## src/rtl/toggle_handshake_receiver.sv

```systemverilog
// Receiving end of a two-phase toggle handshake: synchronises the request toggle,
// buffers each announced word in a small FIFO and returns one ack toggle per accepted word.
module toggle_handshake_receiver #(
    parameter int DATA_WIDTH  = 8,
    parameter int DEPTH       = 4,
    parameter int SYNC_STAGES = 2
) (
    input  logic                         i_clock,
    input  logic                         i_clear,
    input  logic                         i_req_toggle,
    input  logic [DATA_WIDTH-1:0]        i_data_in,
    output logic                         o_ack_toggle,
    output logic                         o_out_valid,
    output logic [DATA_WIDTH-1:0]        o_out_data,
    input  logic                         i_out_ready,
    output logic [$clog2(DEPTH+1)-1:0]   o_fifo_count,
    output logic                         o_protocol_error
);

    localparam int AW = $clog2(DEPTH);
    localparam int CW = $clog2(DEPTH+1);

    // state     | meaning
    // S_IDLE    | waiting for a request toggle; FIFO has room or gets room this edge
    // S_PENDING | FIFO was full when a word arrived; word parked in r_hold, ack withheld
    typedef enum logic {S_IDLE = 1'b0, S_PENDING = 1'b1} state_t;

    state_t                  r_state;
    state_t                  w_next_state;

    logic [SYNC_STAGES-1:0]  r_sync;
    logic                    r_req_seen;
    logic                    r_ack;
    logic                    r_error;
    logic [DATA_WIDTH-1:0]   r_hold;
    logic [DATA_WIDTH-1:0]   r_mem [DEPTH];
    logic [AW-1:0]           r_wr_ptr;
    logic [AW-1:0]           r_rd_ptr;
    logic [CW-1:0]           r_count;

    logic                    w_req_sync;
    logic                    w_toggle_det;
    logic                    w_pop;
    logic                    w_has_space;
    logic                    w_push;
    logic                    w_push_hold;
    logic                    w_load_hold;
    logic                    w_set_error;
    logic [DATA_WIDTH-1:0]   w_wr_data;

    assign w_req_sync   = r_sync[SYNC_STAGES-1];
    assign w_toggle_det = w_req_sync ^ r_req_seen;
    assign w_pop        = o_out_valid && i_out_ready;
    assign w_has_space  = (r_count < CW'(DEPTH)) || w_pop;
    assign w_wr_data    = w_push_hold ? r_hold : i_data_in;

    always_ff @(posedge i_clock or posedge i_clear) begin
        if (i_clear) begin
            r_state <= S_IDLE;
        end else begin
            r_state <= w_next_state;
        end
    end

    always_comb begin
        w_next_state = r_state;
        case (r_state)
            S_IDLE:    if (w_toggle_det && !w_has_space) w_next_state = S_PENDING;
            S_PENDING: if (w_pop) w_next_state = S_IDLE;
            default:   w_next_state = S_IDLE;
        endcase
    end

    always_comb begin
        w_push      = 1'b0;
        w_push_hold = 1'b0;
        w_load_hold = 1'b0;
        w_set_error = 1'b0;
        case (r_state)
            S_IDLE: begin
                if (w_toggle_det) begin
                    w_push      = w_has_space;
                    w_load_hold = !w_has_space;
                end
            end
            S_PENDING: begin
                w_push      = w_pop;
                w_push_hold = w_pop;
                // a second toggle before our ack: drop the new word, keep the parked one
                w_set_error = w_toggle_det;
            end
            default: ;
        endcase
    end

    always_ff @(posedge i_clock or posedge i_clear) begin
        if (i_clear) begin
            r_sync     <= '0;
            r_req_seen <= 1'b0;
            r_ack      <= 1'b0;
            r_error    <= 1'b0;
            r_hold     <= '0;
        end else begin
            r_sync <= {r_sync[SYNC_STAGES-2:0], i_req_toggle};
            if (w_toggle_det) r_req_seen <= w_req_sync;
            if (w_push)       r_ack      <= ~r_ack;
            if (w_set_error)  r_error    <= 1'b1;
            if (w_load_hold)  r_hold     <= i_data_in;
        end
    end

    always_ff @(posedge i_clock or posedge i_clear) begin
        if (i_clear) begin
            r_wr_ptr <= '0;
            r_rd_ptr <= '0;
            r_count  <= '0;
        end else begin
            if (w_push) r_wr_ptr <= r_wr_ptr + AW'(1);
            if (w_pop)  r_rd_ptr <= r_rd_ptr + AW'(1);
            case ({w_push, w_pop})
                2'b10:   r_count <= r_count + CW'(1);
                2'b01:   r_count <= r_count - CW'(1);
                default: r_count <= r_count;
            endcase
        end
    end

    always_ff @(posedge i_clock) begin
        if (w_push) r_mem[r_wr_ptr] <= w_wr_data;
    end

    assign o_ack_toggle     = r_ack;
    assign o_out_valid      = (r_count != '0);
    assign o_out_data       = r_mem[r_rd_ptr];
    assign o_fifo_count     = r_count;
    assign o_protocol_error = r_error;

endmodule

```

## config.mk

```make
export PLATFORM = sky130hd
export DESIGN_NAME = toggle_handshake_receiver
export DESIGN_NICKNAME = d
export VERILOG_FILES = /design/src/rtl/toggle_handshake_receiver.sv
export SDC_FILE = /design/constraint.sdc
export NUM_CORES = 1
export LEC_CHECK = 0
export ABC_AREA = 1
export CAP_MARGIN = 0
export CORE_MARGIN = 1
export CORE_UTILIZATION = 25
export CTS_BUF_LIST = sky130_fd_sc_hd__clkbuf_8
export CTS_CLUSTER_SIZE = 8
export DETAILED_ROUTE_END_ITERATION = 16
export SLEW_MARGIN = 20
export SYNTH_ARGS = -nofsm -noshare
export SYNTH_HDL_FRONTEND = slang
export SYNTH_SLANG_ARGS = --single-unit
```

## constraint.sdc

```tcl
create_clock -name i_clock -period 3.53 [get_ports i_clock]
set_input_delay 0.706 -clock i_clock [delete_from_list [all_inputs] [get_ports i_clock]]
set_output_delay 0.706 -clock i_clock [all_outputs]
set_load 0.005 [all_outputs]
```

==> impl_metrics.env <==
export IMPL_outcome="finished with violations"
export IMPL_violated_checks="design-rule violations"
export IMPL_power_density_nw_per_um2=772.9
export IMPL_largest_net_degree_at_the_start_of_global_routing=22
export IMPL_timing_final_crit_share=0.8035
export IMPL_total_switching_power_mw=0.7499
export IMPL_finalMaxSlewViolations=0
export IMPL_routed_wire_length_per_instance_um=12.05
export IMPL_finalWorstPathRequiredPeriod_ps=2836
export IMPL_power_combinational_fraction=0.377
export IMPL_globalRouteOverflowTotal=0
export IMPL_top_level_ports=26
export IMPL_internal_power_mw=1.359
export IMPL_proportion_of_layout_cells_with_a_drive_suffix_above_1=0.09322
export IMPL_synthesis_instances=210
export IMPL_synth_top_area_frac=0.4174
export IMPL_synthesis_area_per_instance_um2=10.96
export IMPL_ctsLongestPathBuffers=2
export IMPL_vdd_drop_max_mv=0.2466
export IMPL_finalPower_mw=2.109
export IMPL_syn_num_nets=228
export IMPL_die_height_um=97.96
export IMPL_finalSetupViolations=0
export IMPL_drt_pre_antenna_iters=10
export IMPL_synth_seq_cells=53
export IMPL_clkPwrFrac=0.160
export IMPL_chipWidth_um=97.96
export IMPL_regArea_um2=1486
export IMPL_initialDrtViolationCount=78
export IMPL_mapped_cell_area_um2=2302
export IMPL_routed_via_count=1408
export IMPL_fin_cells=344
export IMPL_power_share_sequential=0.463
export IMPL_fmaxAchievable_mhz=352.6
export IMPL_worst_setup_hold_path_clk_slew_ps=90
export IMPL_postRouteWirelength_mm=4.145
export IMPL_max_cap_violations=0
export IMPL_critPathLaunchType="flip-flop"
export IMPL_hpwl_mm=2.832
export IMPL_synth_top_cells_by_area="sky130_fd_sc_hd__edfxtp_1, sky130_fd_sc_hd__dfrtp_1, sky130_fd_sc_hd__o21ai_0"
export IMPL_drc_errors=3
export IMPL_cts_inserted_buffers=5
export IMPL_regToRegEndpoint="o_fifo_count[2]"
export IMPL_final_nets=253
export IMPL_synth_yosys_seq_area_share=0.6457
export IMPL_fin_tns_setup_ps=0
export IMPL_p_leak_nw=1.117
export IMPL_h_tree_depth=2
export IMPL_detail_route_vias_per_cell=4.093
export IMPL_timing_reg2reg_worst_path_depth=11
export IMPL_die_area_um2=9596
export IMPL_area_growth_synth_to_final_pct=18.53
export IMPL_residual_antenna_violating_net_count_after_detailed_routing=0
export IMPL_critical_path_endpoint_type="primary output"
export IMPL_hold_viol=0
export IMPL_rsz0062_at_grt="no"
export IMPL_via_count_of_the_first_global_routing_pass=1338
export IMPL_timing_critical_path_required_ps=2820
export IMPL_dpl_cell_count=336
export IMPL_place_gp_congestion=0.7240
export IMPL_grt_usage=0.09015
export IMPL_ctsResizeCount=0
export IMPL_critical_path_class="reg -> out"
export IMPL_synth_yosys_warnings=0
export IMPL_worst_pin_slew_ps=818.8
export IMPL_synthTopCellsByCount="sky130_fd_sc_hd__edfxtp_1, sky130_fd_sc_hd__inv_1, sky130_fd_sc_hd__nand2_1"
export IMPL_postSynth_asyncResetShare=0.3962
export IMPL_antenna_diode_count=0
export IMPL_grt_pass1_wl_mm=6.713
export IMPL_clk_latency_ps=300
export IMPL_synth_enable_flop_cells=32
export IMPL_cp_endpoint="o_out_data[3]"
export IMPL_numClockSinks=53
export IMPL_final_core_area_utilization=0.3099
export IMPL_placement_row_count=34
export IMPL_clockRootBuffer="sky130_fd_sc_hd__clkbuf_8"
export IMPL_multi_input_comb_area_um2=629.4
export IMPL_timing_clock_skew_ps=7.572
export IMPL_yosys_most_used_dff="sky130_fd_sc_hd__edfxtp_1"
export IMPL_data_arrival_time_of_the_critical_path_ps=2130
export IMPL_netlist_top_cell_by_area="sky130_fd_sc_hd__edfxtp_1"
export IMPL_critPathLaunch="r_rd_ptr[0]"
export IMPL_worst_hold_path_type="reg -> reg"
export IMPL_setup_reg_to_reg_worst_slack_ps=1240
export IMPL_filler_cell_count=881
export IMPL_cts_hold_fix_buffers=0
export IMPL_cts_tree="yes"
export IMPL_worst_reg2reg_startpoint="o_fifo_count[1]"
export IMPL_max_slew_margin_rel=0.4535
export IMPL_start_util=0.2614
export IMPL_post_cts_setup_buffer_count=0
export IMPL_switching_share=0.3556
export IMPL_cp_max_fo=18
export IMPL_ys_types=27
export IMPL_placeableCoreArea_um2=8806
export IMPL_numPortBuffers=25
export IMPL_antenna_found_initial=0
## per-stage QoR
stage	cell area (um2)	worst slack, ps	hold slack, ps
after floorplan	2302	1286	331.2
after global placement	2639	710.2	334.3
after detailed placement	2639	637.7	346.4
after CTS	2729	661.9	369.1
after global routing	2729	460.8	377.4
final	2729	693.7	365.4
## worst max-delay path: stages, from the launching register on
cell and delay, ps:
sky130_fd_sc_hd__dfrtp_1 610, sky130_fd_sc_hd__inv_2 360, sky130_fd_sc_hd__o21ai_0 120, sky130_fd_sc_hd__o22ai_1 190, sky130_fd_sc_hd__clkdlybuf4s50_1 550
## worst min path at each step
stage | startpoint | endpoint | slack (ps) | cells past startpoint
after global placement | r_sync[0] | r_sync[1] | 330 | 0
final | r_sync[0] | r_sync[1] | 370 | 0
after detailed placement | r_sync[0] | r_sync[1] | 350 | 0
after global routing | r_sync[0] | r_sync[1] | 380 | 0
after CTS | r_sync[0] | r_sync[1] | 370 | 0
after floorplan | r_sync[0] | r_sync[1] | 330 | 0
## power by group through the flow
stage	logic, mW	registers (mW)	clock network (mW)
2_1_floorplan	0.510	0.936	0
3_3_place_gp	0.781	0.986	0
3_5_place_dp	0.803	0.990	0
4_1_cts	0.809	0.977	0.348
5_1_grt	0.904	1.00	0.367
6_report	0.795	0.977	0.337
## cells in the final DEF, fill, tap and decap left out, drive strengths merged
master         netlist  routed
nor2                20      20
xor2                 2       2
o21ai               35      35
or2                  1       1
clkinv               0       1
edfxtp              32      32
a21o                 1       1
xnor2                1       1
fa                   1       1
nand3b               1       1
clkbuf               1       5
dfrtp               21      21
a21oi                1       1
nand2               31      31
nand3                7       7
clkinvlp             0       1
o22ai                8       8
ha                   5       5
inv                 36      37
clkdlybuf4s50        0      25
## per-layer routing
layer	vias to the layer above	part of all wire	GRT usage
met5	-	0	0
li1	734	-	-
met3	2	0.038	0.02505
met2	25	0.47	0.1446
met1	647	0.49	0.1181
met4	0	0.0046	0.02797
## state kept, by name, summed over array words and instances, names as in the netlist
signal and cells:
r_sync 2, o_fifo_count 3, o_protocol_error 1, r_hold 8
o_ack_toggle 1, r_state 1, r_wr_ptr 2, r_rd_ptr 2
r_req_seen 1, r_mem 32
## layout make-up
class	count	share of cell area
clock buffers	5	0.02522
clock inverters	3	0.007795
inverters	36	0.05044
multi-input cells	114	0.2306
flip-flops and latches	53	0.5447
well taps	108	0.04952
repair buffers	25	0.09170
## kinds of logic after synthesis
group,count (synthesis),synth area share
and+or+nand+nor,60,0.1228
DFF,53,0.6456
AOI/OAI and AO/OA,45,0.1033
buffers and inverters,43,0.08098
adders and majority gates,6,0.03587
xor gates and xnor gates,3,0.01142
Power figures use the tool's default switching activity.
